===== config.mk =====
export PLATFORM = sky130hd
export DESIGN_NAME = sw_debounce
export DESIGN_NICKNAME = d
export VERILOG_FILES = /design/src/rtl/deca_io_pkg.sv /design/src/rtl/sw_debounce_chan.sv /design/src/rtl/sw_debounce.sv
export SDC_FILE = /design/constraint.sdc
export NUM_CORES = 1
export LEC_CHECK = 0
export CAP_MARGIN = 20
export CELL_PAD_IN_SITES_DETAIL_PLACEMENT = 1
export CELL_PAD_IN_SITES_GLOBAL_PLACEMENT = 2
export CORE_UTILIZATION = 39
export CTS_CLUSTER_SIZE = 28
export DETAILED_ROUTE_END_ITERATION = 10
export MAX_ROUTING_LAYER = met4
export PLACE_DENSITY = 0.88
export SLEW_MARGIN = 10
export SYNTH_ARGS = -nofsm -noshare
export SYNTH_HDL_FRONTEND = slang
export SYNTH_SLANG_ARGS = --single-unit
export TNS_END_PERCENT = 50

===== constraint.sdc =====
create_clock -name clk -period 2.1 [get_ports clk]
set_input_delay 0.315 -clock clk [delete_from_list [all_inputs] [get_ports clk]]
set_output_delay 0.315 -clock clk [all_outputs]
set_load 0.005 [all_outputs]

===== src/rtl/deca_io_pkg.sv =====
// Board-level constants shared by the DECA button/switch input instances.
package deca_io_pkg;

  localparam int DECA_CLK_HZ = 50_000_000;

  // 10 ms of stable input at the board clock before a new level is accepted
  localparam int DEBOUNCE_CYCLES_DEFAULT = DECA_CLK_HZ / 100;

endpackage


===== src/rtl/sw_debounce_chan.sv =====
// One switch channel: synchroniser chain, mismatch counter, debounced level and edge strobes.
module sw_debounce_chan
  import deca_io_pkg::*;
#(
  parameter int   SYNC_STAGES     = 2,
  parameter int   DEBOUNCE_CYCLES = DEBOUNCE_CYCLES_DEFAULT,
  parameter logic RESET_LEVEL     = 1'b0
) (
  input  logic clk,
  input  logic reset_n,
  input  logic sw_raw,
  output logic sw_db,
  output logic rise_pulse,
  output logic fall_pulse,
  output logic pending
);

  localparam int CNT_W = $clog2(DEBOUNCE_CYCLES + 1);
  localparam logic [CNT_W-1:0] CNT_LAST = CNT_W'(DEBOUNCE_CYCLES - 1);

  logic [SYNC_STAGES-1:0] sync_q;
  logic                   sw_sync;
  logic [CNT_W-1:0]       cnt;
  logic [CNT_W-1:0]       cnt_next;
  logic                   accept;

  assign sw_sync = sync_q[SYNC_STAGES-1];

  // Any matching cycle clears the count; the last mismatch accepts the new level instead of counting on.
  always_comb begin
    accept   = 1'b0;
    cnt_next = '0;
    if (sw_sync != sw_db) begin
      if (cnt == CNT_LAST) begin
        accept = 1'b1;
      end else begin
        cnt_next = cnt + CNT_W'(1);
      end
    end
  end

  always_ff @(posedge clk or negedge reset_n) begin
    if (!reset_n) begin
      sync_q     <= {SYNC_STAGES{RESET_LEVEL}};
      sw_db      <= RESET_LEVEL;
      cnt        <= '0;
      rise_pulse <= 1'b0;
      fall_pulse <= 1'b0;
      pending    <= 1'b0;
    end else begin
      sync_q     <= {sync_q[SYNC_STAGES-2:0], sw_raw};
      cnt        <= cnt_next;
      pending    <= (cnt_next != '0);
      rise_pulse <= accept & sw_sync;
      fall_pulse <= accept & ~sw_sync;
      if (accept) begin
        sw_db <= sw_sync;
      end
    end
  end

endmodule


===== src/rtl/sw_debounce.sv =====
// Multi-channel switch debouncer feeding the switch PIO, plus rise/fall strobes for fabric logic.
module sw_debounce
  import deca_io_pkg::*;
#(
  parameter int   WIDTH           = 2,
  parameter int   SYNC_STAGES     = 2,
  parameter int   DEBOUNCE_CYCLES = DEBOUNCE_CYCLES_DEFAULT,
  parameter logic RESET_LEVEL     = 1'b0
) (
  input  logic             clk,
  input  logic             reset_n,
  input  logic [WIDTH-1:0] sw_raw,
  output logic [WIDTH-1:0] sw_db,
  output logic [WIDTH-1:0] rise_pulse,
  output logic [WIDTH-1:0] fall_pulse,
  output logic             stable
);

  logic [WIDTH-1:0] pending;

  for (genvar i = 0; i < WIDTH; i++) begin : g_chan
    sw_debounce_chan #(
      .SYNC_STAGES    (SYNC_STAGES),
      .DEBOUNCE_CYCLES(DEBOUNCE_CYCLES),
      .RESET_LEVEL    (RESET_LEVEL)
    ) u_chan (
      .clk       (clk),
      .reset_n   (reset_n),
      .sw_raw    (sw_raw[i]),
      .sw_db     (sw_db[i]),
      .rise_pulse(rise_pulse[i]),
      .fall_pulse(fall_pulse[i]),
      .pending   (pending[i])
    );
  end

  // Each pending bit is a register, so stable carries no path back to sw_raw.
  assign stable = ~|pending;

endmodule


# == Word-level counts from Yosys, hierarchy flattened ==
# Cells that the tools add are included.
# totals
ff_bits,50
in_bits,4
out_inout_bits,7
word_cells,36
# classes
n_addsub,2
eq_ne,4
muxes,8
bitwise_logic,6
reduce_logical,4
# ops
cell,n
2-to-1 mux 19 bit,4
adder 19 x 1 -> 19 bit (second input constant),2
== test 19 bit (second input constant),2
nonzero test 19 bit,2
bitwise AND 1 bit,4
2-to-1 mux 1 bit,4
!= test 1 bit,2
NOT 1 bit,2
OR reduction 2 bit,1
zero test 1 bit,1

# == Depth between registers and ports, before layout ==
# Gate-level depths: netlist (run 1).
# logic_depth
depth_word,4
ltp_mapped,9
depth_no_buf,7

# == Hierarchy ==
# From an unflattened synthesis (run 1), not the netlist that was laid out.
# hier_totals
hier_cells,289
area_unflattened_um2,2825.2
# modules_own_cells
mod,n_inst,cells_per_inst,area_each_um2,seq_area_each_um2
sw_debounce_chan at g_chan[1].u_chan,1,142,1438.9,625.6
sw_debounce_chan at g_chan[0].u_chan,1,146,1382.6,625.6
sw_debounce,1,1,3.8,0.0

# == Worst setup path after synthesis (run 1) ==
# Ideal clock, no wire load.
# synth_path
kind,reg-to-reg
start,reg g_chan[1].u_chan.cnt[1]
end,reg g_chan[1].u_chan.pending
setup_ns,0.128
arrival_time_ns,1.790
slack_ns,0.182
stages_incl_launch_ff,8
synth_period_minus_slack_ns,1.918
cell_sequence,dfrtp_1 -> ha_1 -> nand4_1 -> nor3_2 -> nand3_1 -> xnor2_1 -> nor4_1 -> a21oi_1
# synth_via
elab_chain_len,4
# synth_lines
element,line,rtl
from (decl),sw_debounce_chan.sv:23,logic [CNT_W-1:0] cnt;
from (signal assigned),sw_debounce_chan.sv:52,cnt <= cnt_next;
adder 19 x 1 -> 19 bit / == test 19 bit (equally long branches),"sw_debounce_chan.sv:37, sw_debounce_chan.sv:34",
2-to-1 mux 19 bit *,sw_debounce_chan.sv:34,if (cnt == CNT_LAST) begin
2-to-1 mux 19 bit *,sw_debounce_chan.sv:33,if (sw_sync != sw_db) begin
nonzero test 19 bit *,sw_debounce_chan.sv:53,pending <= (cnt_next != '0);
to (signal assigned),sw_debounce_chan.sv:53,
to (decl),sw_debounce_chan.sv:15,output logic pending
# Mark *: on every way between the ends. The rest lies on a longest branch, timed or not.
# A chain may end at the register's enable or synchronous reset.

# == Worst setup path after layout (run 1) ==
# layout_path
start,reg g_chan[1].u_chan.cnt[3]
end,reg g_chan[1].u_chan.pending
# The elaborated chain is that of the path after synthesis.

==> out/metrics.yaml, run 1 <==
outcome:
  status: "complete, no violations"
placed_design:
  place_inst: 400
  gp_congestion: 0.8289
  portBuffers: 10
  hpwl_um: 4710
worst_setup_path:
  cp-start-kind: "flip-flop"
  required_ns: 2.30
  slowest_stage: "dfrtp_1"
  cp-end-kind: "flip-flop"
  worst-endpoint-arrival_ns: 2.25
  cpPeakStageDelay_ns: 0.52
  path_delay_family: "simple AND/OR/NAND/NOR gates"
  worst-path-buf-inv: 0
  critPathKind: "flip-flop to flip-flop"
  crit_chain: "nand4_1 > nor4_4 > mux2i_1 > a31oi_1 > nor4_1 > a21oi_1"
  cp_max_fo: 8
drt:
  dr_wl_met2_um: 3257
  highest_layer: "met4"
  drtIter0Drc: 41
  drc_errors: 0
  vias: 2206
  dr.pass1.iters: 4
  routedWlPerCell_um: 15.44
  routed_wl_um: 6332
  wl_met3_um: 97
  drt-met1-wl_um: 2902
  drt.antenna.violating_nets: 0
  viasPerCell: 5.380
synth:
  synthTopCellsByArea: "dfrtp_1, nor2_1, xnor2_1"
  syn_area_per_cell_um2: 9.334
  synthFlopType: "dfrtp_1"
  synth_common_cells: "nor2_1, dfrtp_1, xnor2_1"
  syn_inst: 300
  synth_top_cell_by_area: "dfrtp_1"
  syn_area_um2: 2800
  yosysMostFrequentCell: "nor2_1"
  seq_area_frac_synth_pct: 44.68
  synth_cell_types: 45
  synth_top_area_share_pct: 44.68
  synth_edf_count: 0
  syn_nets: 306
  ys_seq_elements: 50
  synth_warnings: 0
  synthArstFlopShare_pct: 100.0
clocking:
  worstSkewPairLatency_ns: 0.31
  clockBufferDepth: 2
  clk_pin_slew_ns: 0.10
  cts_buffers: 5
  cts_root_buf: "clkbuf_8"
  cts_tree: "done"
  htreeDepth: 2
  clock-sinks: 50
grt:
  track_usage_pct: 19.39
  grt_pass1_vias: 2347
  antenna_found_initial: 0
  globalRoute.totalOverflow: 0
  grt_pass1_wl_um: 10980
  grt_max_degree: 22
floorplan:
  io_pins: 11
  die_area_um2: 7523
  die_w_um: 86.74
  row_count: 30
  core-area_um2: 6869
  start_util_pct: 40.77
  dieHeight_um: 86.74
sta:
  period_share_pct: 97.86
  hold_viol_final: 0
  setup-tns-final_ns: 0
  period_minus_slack_ns: 2.055
  relSlewSlack_pct: 71.29
  clock_skew_ns: 0.007992
  setup_violations: 0
  rsz0062_at_grt: "true"
  slew_viol_final: 0
  worst_pin_slew_ns: 0.4267
  clock.fmax_mhz: 486.6
pwr:
  power.density_nw_per_um2: 567.3
  power_leakage_nw: 1.353
  finalPower_mw: 1.811
  max-vdd-ir-drop_v: 0.0002745
cells_and_area:
  layout-drive-gt1-share_pct: 13.69
  diodes: 0
  n_fill_cell: 796
  final_core_util_pct: 46.47
  final_cells: 410
  fin_nets: 319
  regArea_um2: 1251
  multi_input_area_um2: 1414
  area_growth_pct: 13.99
worst_hold_path:
  hold_path_class: "flip-flop to flip-flop"
run:
  cap_violations: 0
==> cell usage in the layout (no fill, tap or decap), drive strengths merged, types with 5 or more instances in the layout <==
master,count
clkdlybuf4s50,9
nor4,7
inv,6
nand3,17
xor2,18
buf,22
nor3b,5
nand2,18
a21oi,6
xnor2,19
dfrtp,50
and3,8
nand4,15
clkbuf,5
nor2,51
o21ai,7
==> report_power, final <==
group	internal [mW]	switching [mW]
clock	0.358	0.347
combinational	0.0478	0.0607
sequential	0.979	0.0188
total	1.38	0.427
==> path summary, 6_finish.rpt <==
check / cells past startpoint / slack [ns] / from / to
worst max-delay path: 6 / 0.04 / g_chan[1].u_chan.cnt[3] / g_chan[1].u_chan.pending
worst min-delay path: 0 / 0.36 / g_chan[0].u_chan.sync_q[0] / g_chan[0].u_chan.sync_q[1]
worst max register to register: 6 / 0.04 / g_chan[1].u_chan.cnt[3] / g_chan[1].u_chan.pending
worst min register to register: 0 / 0.36 / g_chan[0].u_chan.sync_q[0] / g_chan[0].u_chan.sync_q[1]
max in group asynchronous: 3 / 1.05 / reset_n / g_chan[0].u_chan.cnt[18]
min in group asynchronous: 2 / 0.44 / reset_n / g_chan[1].u_chan.cnt[6]
==> sequential cells by signal (all words and copies together), names as in the netlist <==
register                  count
g_chan.u_chan.pending         2
g_chan.u_chan.fall_pulse      2
g_chan.u_chan.cnt            38
g_chan.u_chan.rise_pulse      2
g_chan.u_chan.sw_db           2
g_chan.u_chan.sync_q          4
==> per-stage QoR <==
step                      hold WS, ns  setup slack (ns)  cell area, um^2
after global placement         0.2384            0.1220             3025
after global routing           0.3783          -0.08572             3192
after CTS                      0.3602          0.008045             3154
final                          0.3566           0.04500             3192
after floorplan               0.01941            0.1817             2800
after detailed placement       0.2392           0.04153             3025
==> what timing repair did <==
item / in CTS / in global routing
endpoints found under the hold margin: 13 / 0
setup endpoints to repair: 19 / 22
hold buffers: 1 / 0
resized for setup: 1 / 5
setup buffers: 0 / 1
pin swaps: 0 / 1
==> layer usage <==
layer / track usage [%] / vias up
met3: 3.143 / 8
met4: 5.606 / 0
met1: 22.38 / 1119
met5: - / -
li1: - / 1064
met2: 34.70 / 15
==> kinds of logic (layout without fill, tap and decap cells) <==
group / after synthesis / in the layout / synth area share, %
muxes: 5 / 5 / 1.921
xor gates and xnor gates: 37 / 37 / 11.57
AOI/OAI and AO/OA: 30 / 30 / 7.373
DFF: 50 / 50 / 44.68
buffers and inverters: 31 / 45 / 6.122
adders and majority gates: 2 / 2 / 0.8935
and+or+nand+nor: 145 / 145 / 27.43
==> layout make-up <==
type | count | share of cell area [%]
Multi-Input combinational cell | 219 | 44.30
Sequential cell | 50 | 39.20
Timing Repair Buffer | 32 | 8.624
Tap cell | 96 | 3.763
Clock buffer | 5 | 2.156
Clock inverter | 3 | 1.372
Inverter | 5 | 0.5880
Power figures use the tool's default switching activity.
==> inputs of run 2 (changes only) <==
Settings changed: PLACE_DENSITY 0.88 to not set, PLACE_DENSITY_LB_ADDON set to 0.1.
==> out/metrics.yaml, run 2 (synthesis gave the netlist of run 1 again) <==
worst_setup_path:
  worst-endpoint-arrival_ns: 2.15  # -0.10 ns
  r2r_setup_slack_ns: 0.14  # +0.10 ns
  cp_max_fo: 5  # -3
  reg2reg_to: "g_chan[1].u_chan.pending"
  rr_worst_depth: 8  # +2
  cp-end-kind: "flip-flop"
  required_ns: 2.29  # about the same
  cp-start-kind: "flip-flop"
  critPathKind: "flip-flop to flip-flop"
  crit_path_start: "g_chan[1].u_chan.cnt[0]"
  cpPeakStageDelay_ns: 0.41  # -0.11 ns
  crit_chain: "ha_2 > nand4_1 > nor3_2 > buf_4 > a2bb2oi_1 > o32a_1 > nor2_1 > a21oi_1"
  regToRegStartpoint: "g_chan[1].u_chan.cnt[0]"
  slowest_stage: "dfrtp_1"
drt:
  drt.antenna.violating_nets: 0  # unchanged
  routed_wl_um: 6272  # -0.95%
  dr.pass1.iters: 4  # unchanged
  routedWlPerCell_um: 15.19  # -1.7%
  vias: 2139  # -3.0%
  viasPerCell: 5.179  # -3.7%
  drc_errors: 0  # unchanged
  drtIter0Drc: 53  # +29%
grt:
  antenna_found_initial: 0  # unchanged
  met2_usage_pct: 33.69  # -1.0 points
  globalRoute.totalOverflow: 0  # unchanged
  track_usage_pct: 19.38  # about the same
  grt_max_degree: 34  # +55%
  grt-busiest-layer: "met2"
  grt_pass1_vias: 2287  # -2.6%
  grt_pass1_wl_um: 11070  # +0.82%
  use_met3_pct: 3.143  # unchanged
  use_met1_pct: 23.36  # +0.98 points
placed_design:
  hpwl_um: 4686  # -0.51%
  place_area_um2: 3063  # +1.2%
  gp_congestion: 0.8086  # -2.4%
  portBuffers: 10  # unchanged
worst_hold_path:
  holdPathStages: 0  # unchanged
  worstHoldStart: "g_chan[0].u_chan.sync_q[0]"
  hold_path_class: "flip-flop to flip-flop"
  min_to: "g_chan[0].u_chan.sync_q[1]"
floorplan:
  dieHeight_um: 86.74  # unchanged
  io_pins: 11  # unchanged
  die_w_um: 86.74  # unchanged
  row_count: 30  # unchanged
  core-area_um2: 6869  # unchanged
  start_util_pct: 40.77  # unchanged
  die_area_um2: 7523  # unchanged
clocking:
  clockBufferDepth: 2  # unchanged
  worstSkewPairLatency_ns: 0.30  # about the same
  cts_tree: "done"
  clock-sinks: 50  # unchanged
  clk_pin_slew_ns: 0.10  # about the same
  cts_buffers: 5  # unchanged
  htreeDepth: 2  # unchanged
  cts_root_buf: "clkbuf_8"
  postCtsSetupBuffers: 0  # unchanged
sta:
  clock.fmax_mhz: 510.2  # +4.8%
  slew_viol_final: 0  # unchanged
  hold_viol_final: 0  # unchanged
  period_share_pct: 93.33  # -4.5 points
  period_minus_slack_ns: 1.960  # -0.09504 ns
  setup-tns-final_ns: 0  # unchanged
  clock_skew_ns: 0.01545  # +0.007460 ns
  worst_pin_slew_ns: 0.4403  # +0.01360 ns
  relSlewSlack_pct: 70.64  # -0.64 points
  setup_violations: 0  # unchanged
cells_and_area:
  diodes: 0  # unchanged
  reg.largest.list: "g_chan.u_chan.cnt: 38 flops, g_chan.u_chan.sync_q: 4 flops"
  layout-drive-gt1-share_pct: 14.51  # +0.82 points
  largest_register_ffs: 38  # unchanged
  fin_nets: 323  # +1.3%
  regMostFlops: "g_chan.u_chan.cnt"
  layout_common_cells: "nor2_1, dfrtp_1, buf_4, xnor2_1"
  area_growth_pct: 14.66
  mostFrequentLayoutCell: "nor2_1"
  final_cell_area_um2: 3211  # +0.59%
pwr:
  power.density_nw_per_um2: 562.9  # -0.77%
  max-vdd-ir-drop_v: 0.0002666  # -2.9%
  power_leakage_nw: 1.367  # +0.99%
outcome:
  status: "complete, no violations"
run:
  cap_violations: 0  # unchanged
-- run 2: changes by cell type in the layout (fill, tap and decap cells not counted), sizes merged --
| cell | previous run | this run |
|---|---|---|
| clkbuf | 5 | 6 |
| clkinv | 1 | 0 |
| buf | 22 | 26 |
| inv | 6 | 5 |
-- run 2: through the flow --
stage | hold slack [ns] | power, mW | util (%) | cells | setup WS (ns)
3_3_place_gp | 0.2831 | 1.127 | 44.59 | 405 | 0.1376
3_5_place_dp | 0.2988 | 1.130 | 44.59 | 405 | 0.09484
2_1_floorplan | 0.01941 | 1.065 | - | 300 | 0.1817
6_report | 0.3532 | 1.807 | 46.74 | 413 | 0.1400
5_1_grt | 0.3620 | 1.889 | 46.74 | 413 | -0.01049
4_1_cts | 0.3564 | 1.829 | 46.38 | 413 | 0.09904
-- run 2: how the worst max path moves through the flow --
stage                     slack (ns)                  endpoint  cells after the start
final                           0.14  g_chan[1].u_chan.pending                      8
after global routing           -0.01  g_chan[1].u_chan.pending                      7
after CTS                        0.1  g_chan[1].u_chan.pending                      6
after detailed placement        0.09  g_chan[1].u_chan.pending                      6
after global placement          0.14  g_chan[1].u_chan.pending                      6
after floorplan                 0.18  g_chan[1].u_chan.pending                      7
-- run 2: what timing repair did --
item                       CTS  global route
hold endpoints to repair    17             0
setup endpoints to repair    0            15
resized for setup            0             6
hold buffers                 1             0
-- run 2: worst max-delay path: cells and delay by family, from the launching register on --
family | cells | cell delay [ns]
AO/OA/AOI/OAI | 3 | 0.42
adder cells (fa/ha/maj) | 1 | 0.26
buffers and inverters | 1 | 0.18
flip-flops | 1 | 0.41
AND/OR/NAND/NOR | 3 | 0.59
-- run 2: power by group --
part	total, mW	leakage, nW	switching (mW)	internal, mW
clock network	0.696	0.0573	0.315	0.382
logic	0.118	0.629	0.0647	0.0532
registers	0.993	0.681	0.0146	0.979
total	1.81	1.37	0.394	1.41
-- run 2: layout make-up --
class / instances / area [um^2]
clock buffers: 6 / 82.58
clock inverters: 1 / 30.03
fillers: 789 / 3659
inverters: 5 / 18.77
multi-input cells: 219 / 1403
flip-flops and latches: 50 / 1251
well taps: 96 / 120.1
repair buffers: 36 / 305.3
-- run 2: per-layer routing --
metal  share of wire, %  up-vias
met2                 51       11
met5                  0        -
met1                 46     1053
li1                   -     1069
met3                1.3        6
met4                1.2        0
==> inputs of run 3 (changes only) <==
Settings changed: CORE_MARGIN set to 10, MAX_ROUTING_LAYER met4 to not set.
==> out/metrics.yaml, run 3 (synthesis gave the netlist of run 1 again) <==
worst_setup_path:
  worst-path-buf-inv: 1  # unchanged
  path_delay_family: "simple AND/OR/NAND/NOR gates"
  cp-end-kind: "flip-flop"
  cpPeakStageDelay_ns: 0.40  # about the same
  regToRegStartpoint: "g_chan[1].u_chan.cnt[0]"
  r2r_setup_slack_ns: 0.15  # about the same
  crit_chain: "buf_4 > and4_4 > and2_1 > o31a_1 > a211o_1 > nor4_1 > a21oi_1"
  required_ns: 2.30  # about the same
  critPathKind: "flip-flop to flip-flop"
  worst-endpoint-arrival_ns: 2.15  # about the same
  cp_max_fo: 5  # unchanged
  cp-start-kind: "flip-flop"
  reg2reg_to: "g_chan[1].u_chan.pending"
  rr_worst_depth: 7  # -1
  slowest_stage: "dfrtp_1"
  crit_path_start: "g_chan[1].u_chan.cnt[0]"
cells_and_area:
  area_growth_pct: 12.73
  final_cell_area_um2: 3157  # -1.7%
  fin_nets: 317  # -1.9%
  layout_common_cells: "nor2_1, dfrtp_1, xnor2_1, nand2_1, xor2_1"
  mostFrequentLayoutCell: "nor2_1"
  n_fill_cell: 819  # +3.8%
  reg.largest.list: "g_chan.u_chan.cnt: 38 flops, g_chan.u_chan.sync_q: 4 flops"
  regMostFlops: "g_chan.u_chan.cnt"
  layout-drive-gt1-share_pct: 11.86  # -2.7 points
  largest_register_ffs: 38  # unchanged
  diodes: 0  # unchanged
sta:
  hold_viol_final: 0  # unchanged
  period_minus_slack_ns: 1.945  # -0.01479 ns
  clock_skew_ns: 0.01242  # -0.003036 ns
  setup_violations: 0  # unchanged
  relSlewSlack_pct: 67.96  # -2.7 points
  setup-tns-final_ns: 0  # unchanged
  rsz0062_at_grt: "true"
  period_share_pct: 92.63  # -0.70 points
  slew_viol_final: 0  # unchanged
  clock.fmax_mhz: 514.1  # +0.76%
  worst_pin_slew_ns: 0.4806  # +0.04026 ns
grt:
  globalRoute.totalOverflow: 0  # unchanged
  grt_pass1_wl_um: 11560  # +4.5%
  grt_max_degree: 33  # -2.9%
  antenna_found_initial: 0  # unchanged
  grt_pass1_vias: 2350  # +2.8%
  track_usage_pct: 12.40  # -7.0 points
clocking:
  worstSkewPairLatency_ns: 0.31  # about the same
  cts_root_buf: "clkbuf_8"
  htreeDepth: 2  # unchanged
  postCtsSetupBuffers: 0  # unchanged
  cts_buffers: 5  # unchanged
  clk_pin_slew_ns: 0.10  # about the same
  cts_tree: "done"
  clock-sinks: 50  # unchanged
  clockBufferDepth: 2  # unchanged
floorplan:
  io_pins: 11  # unchanged
  core-area_um2: 6869  # unchanged
  die_w_um: 104.7  # +21%
  dieHeight_um: 104.7  # +21%
  die_area_um2: 10970  # +46%
  start_util_pct: 40.77  # unchanged
  row_count: 30  # unchanged
worst_hold_path:
  worstHoldStart: "g_chan[0].u_chan.sync_q[0]"
  min_to: "g_chan[0].u_chan.sync_q[1]"
  hold_path_class: "flip-flop to flip-flop"
  holdPathStages: 0  # unchanged
outcome:
  status: "complete, no violations"
drt:
  vias: 2164  # +1.2%
  routed_wl_um: 6510  # +3.8%
  routedWlPerCell_um: 15.96  # +5.1%
  drtIter0Drc: 40  # -25%
  drt.antenna.violating_nets: 0  # unchanged
  viasPerCell: 5.304  # +2.4%
  drc_errors: 0  # unchanged
  dr.pass1.iters: 4  # unchanged
placed_design:
  portBuffers: 10  # unchanged
  hpwl_um: 4801  # +2.5%
  place_area_um2: 3030  # -1.1%
  gp_congestion: 0.8146  # +0.74%
pwr:
  p_sw_mw: 0.4346  # +10%
  power_leakage_nw: 1.353  # -0.99%
  comb_power_share_pct: 6.7  # +0.2 points
  internal_power_mw: 1.276  # -9.7%
  power_frac_clock_pct: 35.3  # -3.2 points
  power.density_nw_per_um2: 541.9  # -3.7%
  power_frac_seq_pct: 58.1  # +3.1 points
  finalPower_mw: 1.711  # -5.4%
  switching_share_pct: 25.41  # +3.6 points
  max-vdd-ir-drop_v: 0.0002613  # -2.0%
run:
  cap_violations: 0  # unchanged
run 3: timing repair:
action | CTS | global route
hold buffers | 1 | 0
endpoints found under the hold margin | 18 | 0
endpoints found under the setup margin | 0 | 3
resized for setup | 0 | 3
run 3: layout make-up:
class | instances | area [um^2] | area share, %
Clock buffer | 5 | 68.82 | 2.180
Sequential cell | 50 | 1252 | 39.67
Tap cell | 96 | 120.1 | 3.805
Clock inverter | 3 | 28.78 | 0.9116
Inverter | 5 | 18.77 | 0.5945
Multi-Input combinational cell | 219 | 1395 | 44.19
Timing Repair Buffer | 30 | 272.8 | 8.641
run 3: worst reg2reg max path, delay by kind of cell (launching register included):
| kind | cells | cell delay [ns] |
|---|---|---|
| simple gates | 3 | 0.64 |
| compound gates | 3 | 0.64 |
| flops | 1 | 0.40 |
| buf+inv | 1 | 0.16 |
run 3: power groups by stage:
stage	sequential, mW	clock [mW]	combinational, mW
floorplan	1.01	0	0.0565
detailed placement	1.01	0	0.116
CTS	0.993	0.635	0.118
finish	0.993	0.603	0.114
global route	0.996	0.679	0.129
global placement	1.01	0	0.115
run 3: worst max path at each step:
stage	slack, ns	depth (start not counted)	end
after floorplan	0.18	7	g_chan[1].u_chan.pending
after global placement	0.15	6	g_chan[1].u_chan.pending
after detailed placement	0.13	6	g_chan[1].u_chan.pending
after CTS	0.13	6	g_chan[1].u_chan.pending
after global routing	-0.01	6	g_chan[1].u_chan.pending
final	0.15	7	g_chan[1].u_chan.pending
run 3: routing by layer:
metal	vias to the layer above	part of all wire (%)	routed length, um	GRT usage (%)
met5	-	0	0	0
met4	0	1.9	122	4.216
met2	16	51	3340	22.46
li1	1057	-	-	-
met1	1080	46	2964	14.56
met3	11	1.3	82	1.720
run 3: per-stage QoR:
step           setup slack, ns  util [%]  hold WS (ns)  cells
6_report                0.1548     45.96        0.3577    408
5_1_grt               -0.01381     45.96        0.3791    408
4_1_cts                 0.1313     45.68        0.3623    408
3_5_place_dp            0.1325     44.12        0.3000    399
3_3_place_gp            0.1527     44.12        0.3007    399
2_1_floorplan           0.1817         -       0.01941    300
